<file path="config.mk">
export PLATFORM = sky130hd
export DESIGN_NAME = ma_stage_flat
export DESIGN_NICKNAME = d
export VERILOG_FILES = /design/src/rtl/ma_stage_if.sv /design/src/rtl/ma_stage.sv /design/src/flat_wrapper.sv
export SDC_FILE = /design/constraint.sdc
export NUM_CORES = 1
export LEC_CHECK = 0
export BUFFER_PORTS_ARGS = -buffer_cell sky130_fd_sc_hd__buf_4
export CAP_MARGIN = 25
export CORE_AREA = 4 4 120 122
export CTS_CLUSTER_DIAMETER = 50
export DETAILED_ROUTE_END_ITERATION = 10
export DIE_AREA = 0 0 124 126
export MAX_ROUTING_LAYER = met4
export PLACE_DENSITY = 0.83
export SYNTH_ARGS = -nofsm -noshare
export SYNTH_HDL_FRONTEND = slang
export SYNTH_SLANG_ARGS = --single-unit
</file>
<file path="constraint.sdc">
create_clock -name clk -period 4.3 [get_ports clk]
set_input_delay 0.215 -clock clk [delete_from_list [all_inputs] [get_ports clk]]
set_output_delay 0.215 -clock clk [all_outputs]
set_load 0.05 [all_outputs]
</file>
<file path="src/rtl/ma_stage_if.sv">
// Data-memory port of the MA stage: ma_stage drives the request side (master),
// the data memory answers with read data and a load-complete strobe (slave).
interface ma_stage_if #(
  parameter int N = 7
);
  logic         dm_ena;
  logic         dm_wea;
  logic [N-1:0] dm_addra;
  logic [31:0]  dm_dina;
  logic [31:0]  dm_douta;
  logic         dm_done;

  modport master (
    output dm_ena, dm_wea, dm_addra, dm_dina,
    input  dm_douta, dm_done
  );

  modport slave (
    input  dm_ena, dm_wea, dm_addra, dm_dina,
    output dm_douta, dm_done
  );
endinterface

</file>
<file path="src/rtl/ma_stage.sv">
// Memory-access stage: issues data-memory requests, stalls while a load is
// outstanding, and registers the MA/RW bundle plus saturating ld/st counters.
module ma_stage #(
  parameter int N = 7
) (
  input  logic              clk,
  input  logic              rst,
  input  logic              valid_in,
  input  logic              is_ld_in,
  input  logic              is_st_in,
  input  logic [31:0]       alu_in,
  input  logic [31:0]       op2_in,
  input  logic [3:0]        rd_in,
  input  logic              is_wb_in,
  input  logic [31:0]       pc_in,
  output logic              ma_stall,
  ma_stage_if.master        dm,
  output logic              rw_valid,
  output logic [31:0]       rw_ld_data,
  output logic [31:0]       rw_alu,
  output logic [3:0]        rw_rd,
  output logic              rw_is_wb,
  output logic              rw_is_ld,
  output logic              rw_fault,
  output logic [31:0]       rw_pc,
  output logic [15:0]       ld_count,
  output logic [15:0]       st_count
);

  typedef enum logic {IDLE, WAIT} state_t;

  state_t state, state_nxt;

  logic oob;
  logic ld_go;
  logic st_go;
  logic ld_done;
  logic fault_nxt;

  assign oob       = |alu_in[31:N];
  assign ld_go     = valid_in & is_ld_in & ~oob;
  assign st_go     = valid_in & is_st_in & ~oob;
  assign ld_done   = (state == WAIT) & dm.dm_done;
  assign fault_nxt = valid_in & (is_ld_in | is_st_in) & oob;

  assign dm.dm_addra = alu_in[N-1:0];
  assign dm.dm_dina  = op2_in;

  always_ff @(posedge clk) begin
    if (rst) state <= IDLE;
    else     state <= state_nxt;
  end

  // No timeout on WAIT: the memory is trusted to eventually raise dm_done.
  always_comb begin
    state_nxt = state;
    case (state)
      IDLE:    if (ld_go) state_nxt = WAIT;
      WAIT:    if (dm.dm_done) state_nxt = IDLE;
      default: state_nxt = IDLE;
    endcase
  end

  always_comb begin
    dm.dm_ena = 1'b0;
    dm.dm_wea = 1'b0;
    ma_stall  = 1'b0;
    case (state)
      IDLE: begin
        dm.dm_ena = ld_go | st_go;
        dm.dm_wea = st_go;
        ma_stall  = ld_go;
      end
      WAIT:    ma_stall = ~dm.dm_done;
      default: ma_stall = 1'b0;
    endcase
  end

  // While stalled only rw_valid moves (to a bubble); the payload fields hold.
  always_ff @(posedge clk) begin
    if (rst) begin
      rw_valid   <= 1'b0;
      rw_ld_data <= 32'd0;
      rw_alu     <= 32'd0;
      rw_rd      <= 4'd0;
      rw_is_wb   <= 1'b0;
      rw_is_ld   <= 1'b0;
      rw_fault   <= 1'b0;
      rw_pc      <= 32'd0;
    end else if (!ma_stall) begin
      rw_valid   <= valid_in;
      rw_ld_data <= ld_done ? dm.dm_douta : 32'd0;
      rw_alu     <= alu_in;
      rw_rd      <= rd_in;
      rw_is_wb   <= is_wb_in & ~fault_nxt;
      rw_is_ld   <= is_ld_in;
      rw_fault   <= fault_nxt;
      rw_pc      <= pc_in;
    end else begin
      rw_valid   <= 1'b0;
    end
  end

  always_ff @(posedge clk) begin
    if (rst) begin
      ld_count <= 16'd0;
      st_count <= 16'd0;
    end else begin
      if (ld_done && ld_count != 16'hFFFF)
        ld_count <= ld_count + 16'd1;
      if (state == IDLE && st_go && st_count != 16'hFFFF)
        st_count <= st_count + 16'd1;
    end
  end

endmodule
</file>
<file path="src/flat_wrapper.sv">
// flat-port wrapper written by rule: the top's interface ports become plain ports
module ma_stage_flat 
#(
  parameter int N = 7
)
  (clk, rst, valid_in, is_ld_in, is_st_in, alu_in, op2_in, rd_in, is_wb_in, pc_in, ma_stall, rw_valid, rw_ld_data, rw_alu, rw_rd, rw_is_wb, rw_is_ld, rw_fault, rw_pc, ld_count, st_count, dm_dm_ena, dm_dm_wea, dm_dm_addra, dm_dm_dina, dm_dm_douta, dm_dm_done);
  ma_stage_if #(.N(N)) dm_i ();
  input  logic clk;
  input  logic rst;
  input  logic valid_in;
  input  logic is_ld_in;
  input  logic is_st_in;
  input  logic [31:0] alu_in;
  input  logic [31:0] op2_in;
  input  logic [3:0] rd_in;
  input  logic is_wb_in;
  input  logic [31:0] pc_in;
  output logic ma_stall;
  output logic rw_valid;
  output logic [31:0] rw_ld_data;
  output logic [31:0] rw_alu;
  output logic [3:0] rw_rd;
  output logic rw_is_wb;
  output logic rw_is_ld;
  output logic rw_fault;
  output logic [31:0] rw_pc;
  output logic [15:0] ld_count;
  output logic [15:0] st_count;
  output wire logic [$bits(dm_i.dm_ena)-1:0] dm_dm_ena;
  output wire logic [$bits(dm_i.dm_wea)-1:0] dm_dm_wea;
  output wire logic [$bits(dm_i.dm_addra)-1:0] dm_dm_addra;
  output wire logic [$bits(dm_i.dm_dina)-1:0] dm_dm_dina;
  input wire logic [$bits(dm_i.dm_douta)-1:0] dm_dm_douta;
  input wire logic [$bits(dm_i.dm_done)-1:0] dm_dm_done;
  assign dm_dm_ena = dm_i.dm_ena;
  assign dm_dm_wea = dm_i.dm_wea;
  assign dm_dm_addra = dm_i.dm_addra;
  assign dm_dm_dina = dm_i.dm_dina;
  assign dm_i.dm_douta = dm_dm_douta;
  assign dm_i.dm_done = dm_dm_done;
  ma_stage #(.N(N)) u_core (.clk(clk), .rst(rst), .valid_in(valid_in), .is_ld_in(is_ld_in), .is_st_in(is_st_in), .alu_in(alu_in), .op2_in(op2_in), .rd_in(rd_in), .is_wb_in(is_wb_in), .pc_in(pc_in), .ma_stall(ma_stall), .dm(dm_i), .rw_valid(rw_valid), .rw_ld_data(rw_ld_data), .rw_alu(rw_alu), .rw_rd(rw_rd), .rw_is_wb(rw_is_wb), .rw_is_ld(rw_is_ld), .rw_fault(rw_fault), .rw_pc(rw_pc), .ld_count(ld_count), .st_count(st_count));
endmodule
</file>
Word-level counts from Yosys, hierarchy flattened
Cells that the tools add are included.

operators by class
  add/subtract/negate cells = 2
  $mul = 0
  divide/modulo/power cells = 0
  $lt $le $gt $ge = 0
  equal/unequal tests = 2
  shifts and indexed selects = 0
  multiplexer cells = 7
  bitwise logic cells = 14
  reduce and logical (&&, ||, !) cells = 5

operators with widths
  operator                                        count
  adder 16 x 1 -> 16 bit (second input constant)  2
  two-way mux 32 bit                              1
  inequality test 16 bit (second input constant)  2
  OR reduction 25 bit                             1
  AND 1 bit                                       8
  two-way mux 1 bit                               4
  inverter 1 bit                                  4
  one-hot mux 1 bit (2 select lines)              2
  logical AND 1 bit                               3
  bitwise OR 1 bit                                2
  OR reduction 2 bit                              1

word-level totals
  flip-flop bits (word level) = 137
  bits in latches = 0
  RAM bits = 0
  memory bits (read-only) = 0
  memories = 0

Longest topological paths before layout
  word-level depth = 5
  depth in mapped cells = 9

Worst setup path before layout
Ideal clock, no wire load.

  kind = input port to output port
  start point = input alu_in[11]
  end point = output dm_dm_ena
  arrival time = 2.230 ns
  required time = 4.085 ns
  slack = 1.855 ns
  stages = 3
  cell sequence = nor4_1 nand4_1 nor4_1

on the way
  longest elaborated chain between the ends = 5

ends and longest elaborated chain
  what                                 RTL line                        text
  from (decl)                          flat_wrapper.sv:13              input logic [31:0] alu_in;
  OR reduction 25 bit *                ma_stage.sv:40                  assign oob = |alu_in[31:N];
  inverter 1 bit *                     ma_stage.sv:41, ma_stage.sv:42
  AND 1 bit, on equally long branches  ma_stage.sv:41, ma_stage.sv:42
  bitwise OR 1 bit *                   ma_stage.sv:70                  dm.dm_ena = ld_go | st_go;
  two-way mux 1 bit *                  ma_stage.sv:68                  case (state)
  to (decl)                            flat_wrapper.sv:29              output wire logic [$bits(dm_i.dm_ena)-1:0] dm_dm_ena;

Every way passes the cells marked *; elsewhere a longest branch is shown, timed or not.

Worst setup path after layout
  start point = input alu_in[18]
  end point = register u_core.rw_alu[21]

on the way
  longest elaborated chain between the ends = 4

ends and longest elaborated chain
  what                                RTL line        text
  OR reduction 25 bit                 ma_stage.sv:40
  inverter 1 bit                      ma_stage.sv:41  assign ld_go = valid_in & is_ld_in & ~oob;
  AND 1 bit                           ma_stage.sv:41
  one-hot mux 1 bit (2 select lines)  ma_stage.sv:68
  to (signal assigned)                ma_stage.sv:93  rw_alu <= alu_in;
  to (decl)                           ma_stage.sv:20  output logic [31:0] rw_alu,

Every way passes these cells.
A chain may end at the register's enable or synchronous reset.

==> impl_metrics.ini <==
[outcome]
status = complete, no violations

[sta]
setup_ws_ps = 1940
finalSetupViolCount = 0
tightest_slew_ps = 864
fin_crit_ps = 2360
rsz0062_at_grt = no
final_max_slew_viol_count = 0
max_freq_mhz = 423
hold_violations = 0
clock_skew_ps = 4.70
slew_headroom_pct = 41.9
finalSetupTns_ps = 0
period_share_pct = 54.9

[pwr]
leakage_nw = 3.47
p_per_area_nw_per_um2 = 387
irDropWorstVdd_uv = 231
power_mw = 2.96

[clock_network]
cts_buffer_depth = 2
cts_max_level = 4
cts_root_buf = clkbuf_16
cts_resized = 0
clk_pin_slew_ps = 60
holdBufCountCts = 0
cts_tree = built
cts_buffers = 17
cts.sinks = 137
post_cts.repair.setup_buffers = 0
clock_latency_ps = 410

[global_routing]
grt_pass1_vias = 4866
globalRouteOverflowTotal = 0
antenna_found_initial = 1
grt_pass1_wl_microns = 24600
track_usage_pct = 20.5
grt_max_degree = 72

[routing]
wl_per_cell_microns = 15.8
antenna_left = 0
wl_microns = 16200
first_iter_violations = 241
vias = 5124
viasPerCell = 5.01
first_pass_iters = 4
drcViolationCount = 0

[die]
io_pins = 317
initial_utilization_pct = 41.3
dieHeight_microns = 126
die-area_sq_um = 15600
coreArea_sq_um = 13200
rows = 42
die-width_microns = 124

[critical_path]
path_class = input port to register
worstReg2RegEnd = u_core.st_count[1]
cp-end-kind = register
worst-r2r-cell-count = 5
r2r_slack_ps = 2110
arrival_ps = 2690
path_max_fanout = 54
start_kind = input port
crit_required_ps = 4630
timing.rr.start = u_core.st_count[7]

[synth]
ys_top_cells_by_area = dfxtp_1 50%, nand2_1 11%, a21oi_1 7.0%, buf_4 5.8%, a22o_1 5.1%
synth.largest_area_cell = dfxtp_1
synth.most_common_cell = nand2_1
synth-seq-cells = 137
synth-seq-area-share_pct = 50.3
syn-instance-count = 631
yosys_warnings = 0
netlist_area_sq_um = 5450
ys_top_cells_by_count = 156 x nand2_1, 137 x dfxtp_1, 76 x a21oi_1
synth_flop_cell = dfxtp_1
async_flop_share_pct = 0
synth.distinct_cells = 44
synth_edf_count = 0
netlist.area_leader.share_pct = 50.3
synth_fp_nets = 772
synth.avg_cell_area_sq_um = 8.64

[layout]
layout-drive-gt1-share_pct = 35.3
fill_cells = 1212
area_growth_syn_to_layout_pct = 40.1
nets = 973

[placed_design]
place_congestion = 0.823
port_buffers = 252
place_ws_ps = 1540
hpwl_microns = 11800

[run]
drv_cap = 0

[worst_hold_path]
holdCritStartpoint = dm_dm_douta[11]
min_to = u_core.rw_ld_data[11]
whs_path_depth = 2
hp-class = input port to register
-- per-layer routing --
metal | track usage [%] | up-vias | wire length, microns | share of wire (%)
met1 | 24.1 | 2364 | 6520 | 40
met5 | - | - | 0 | 0
met2 | 31.8 | 219 | 7690 | 48
met3 | 7.98 | 25 | 1680 | 10
li1 | - | 2516 | - | -
met4 | 7.15 | 0 | 293 | 1.8
-- worst max-delay path by stage --
stage / end / slack [ps] / start / depth (start not counted)
global placement: u_core.rw_alu[7] / 1610 / alu_in[18] / 8
global route: u_core.rw_alu[23] / 1760 / alu_in[18] / 8
detailed placement: u_core.rw_alu[11] / 1540 / alu_in[18] / 8
finish: u_core.rw_alu[21] / 1940 / alu_in[18] / 8
floorplan: dm_dm_ena / 1850 / alu_in[11] / 3
CTS: u_core.rw_alu[21] / 1950 / alu_in[18] / 8
-- placed cells by master, fill, tap and decap left out, drive strengths merged, types with 9 or more instances in the layout --
| master | synthesis | layout |
|---|---|---|
| a21oi | 76 | 76 |
| buf | 53 | 257 |
| a22o | 32 | 32 |
| dfxtp | 137 | 137 |
| clkinv | 0 | 9 |
| nand2 | 156 | 156 |
| nand3 | 14 | 14 |
| nand4 | 10 | 10 |
| xnor2 | 10 | 10 |
| clkbuf | 23 | 20 |
| nor3 | 10 | 10 |
| nor4 | 14 | 14 |
| nor2 | 32 | 32 |
-- power breakdown --
group          internal, mW  switching [mW]
Clock                 0.747           0.533
Sequential             1.31          0.0196
Combinational         0.131           0.218
Total                  2.18           0.771
-- layout make-up --
| class | count | area (sq um) | area share, % |
|---|---|---|---|
| antenna | 1 | 2.50 | 0.0328 |
| clock buffer | 20 | 447 | 5.85 |
| clock inverter | 12 | 78.8 | 1.03 |
| inverter | 7 | 26.3 | 0.344 |
| multi-input combinational | 411 | 2180 | 28.6 |
| sequential | 137 | 2740 | 35.9 |
| tap | 176 | 220 | 2.88 |
| timing repair buffer | 258 | 1940 | 25.4 |
-- worst max-delay path, cell delays in order --
cell and delay (ps):
buf_4 120, nor4_1 440, nand3_1 260, o41a_2 510, inv_2 290, buf_4 550
nand2_1 110, a21oi_1 170
-- stage by stage --
stage	instances	hold WS, ps	util (%)	cell area, sq um
after floorplan	631	348	-	5450
after global placement	988	430	53.8	7100
after detailed placement	988	430	53.8	7100
after CTS	1020	0.192	57.8	7630
after global routing	1022	2.76	57.9	7640
final	1022	19.4	57.9	7640
-- sequential cells by signal, indices dropped and copies added (netlist names) --
register and flops:
u_core.state 1, u_core.st_count 16, u_core.rw_alu 32, u_core.rw_is_wb 1, u_core.rw_fault 1, u_core.rw_rd 4
u_core.ld_count 16, u_core.rw_valid 1, u_core.rw_pc 32, u_core.rw_ld_data 32, u_core.rw_is_ld 1
-- cell families (layout without fill, tap and decap cells) --
family | count (synthesis) | after routing | synth area share, %
simple gates | 264 | 264 | 21.7
flops | 137 | 137 | 50.3
compound gates | 123 | 123 | 14.1
buf+inv | 83 | 297 | 9.73
xor+xnor | 16 | 16 | 2.57
mux | 6 | 6 | 1.22
fa+ha+maj | 2 | 2 | 0.459
other cells | 0 | 1 | 0
(Power assumes the default switching activity.)
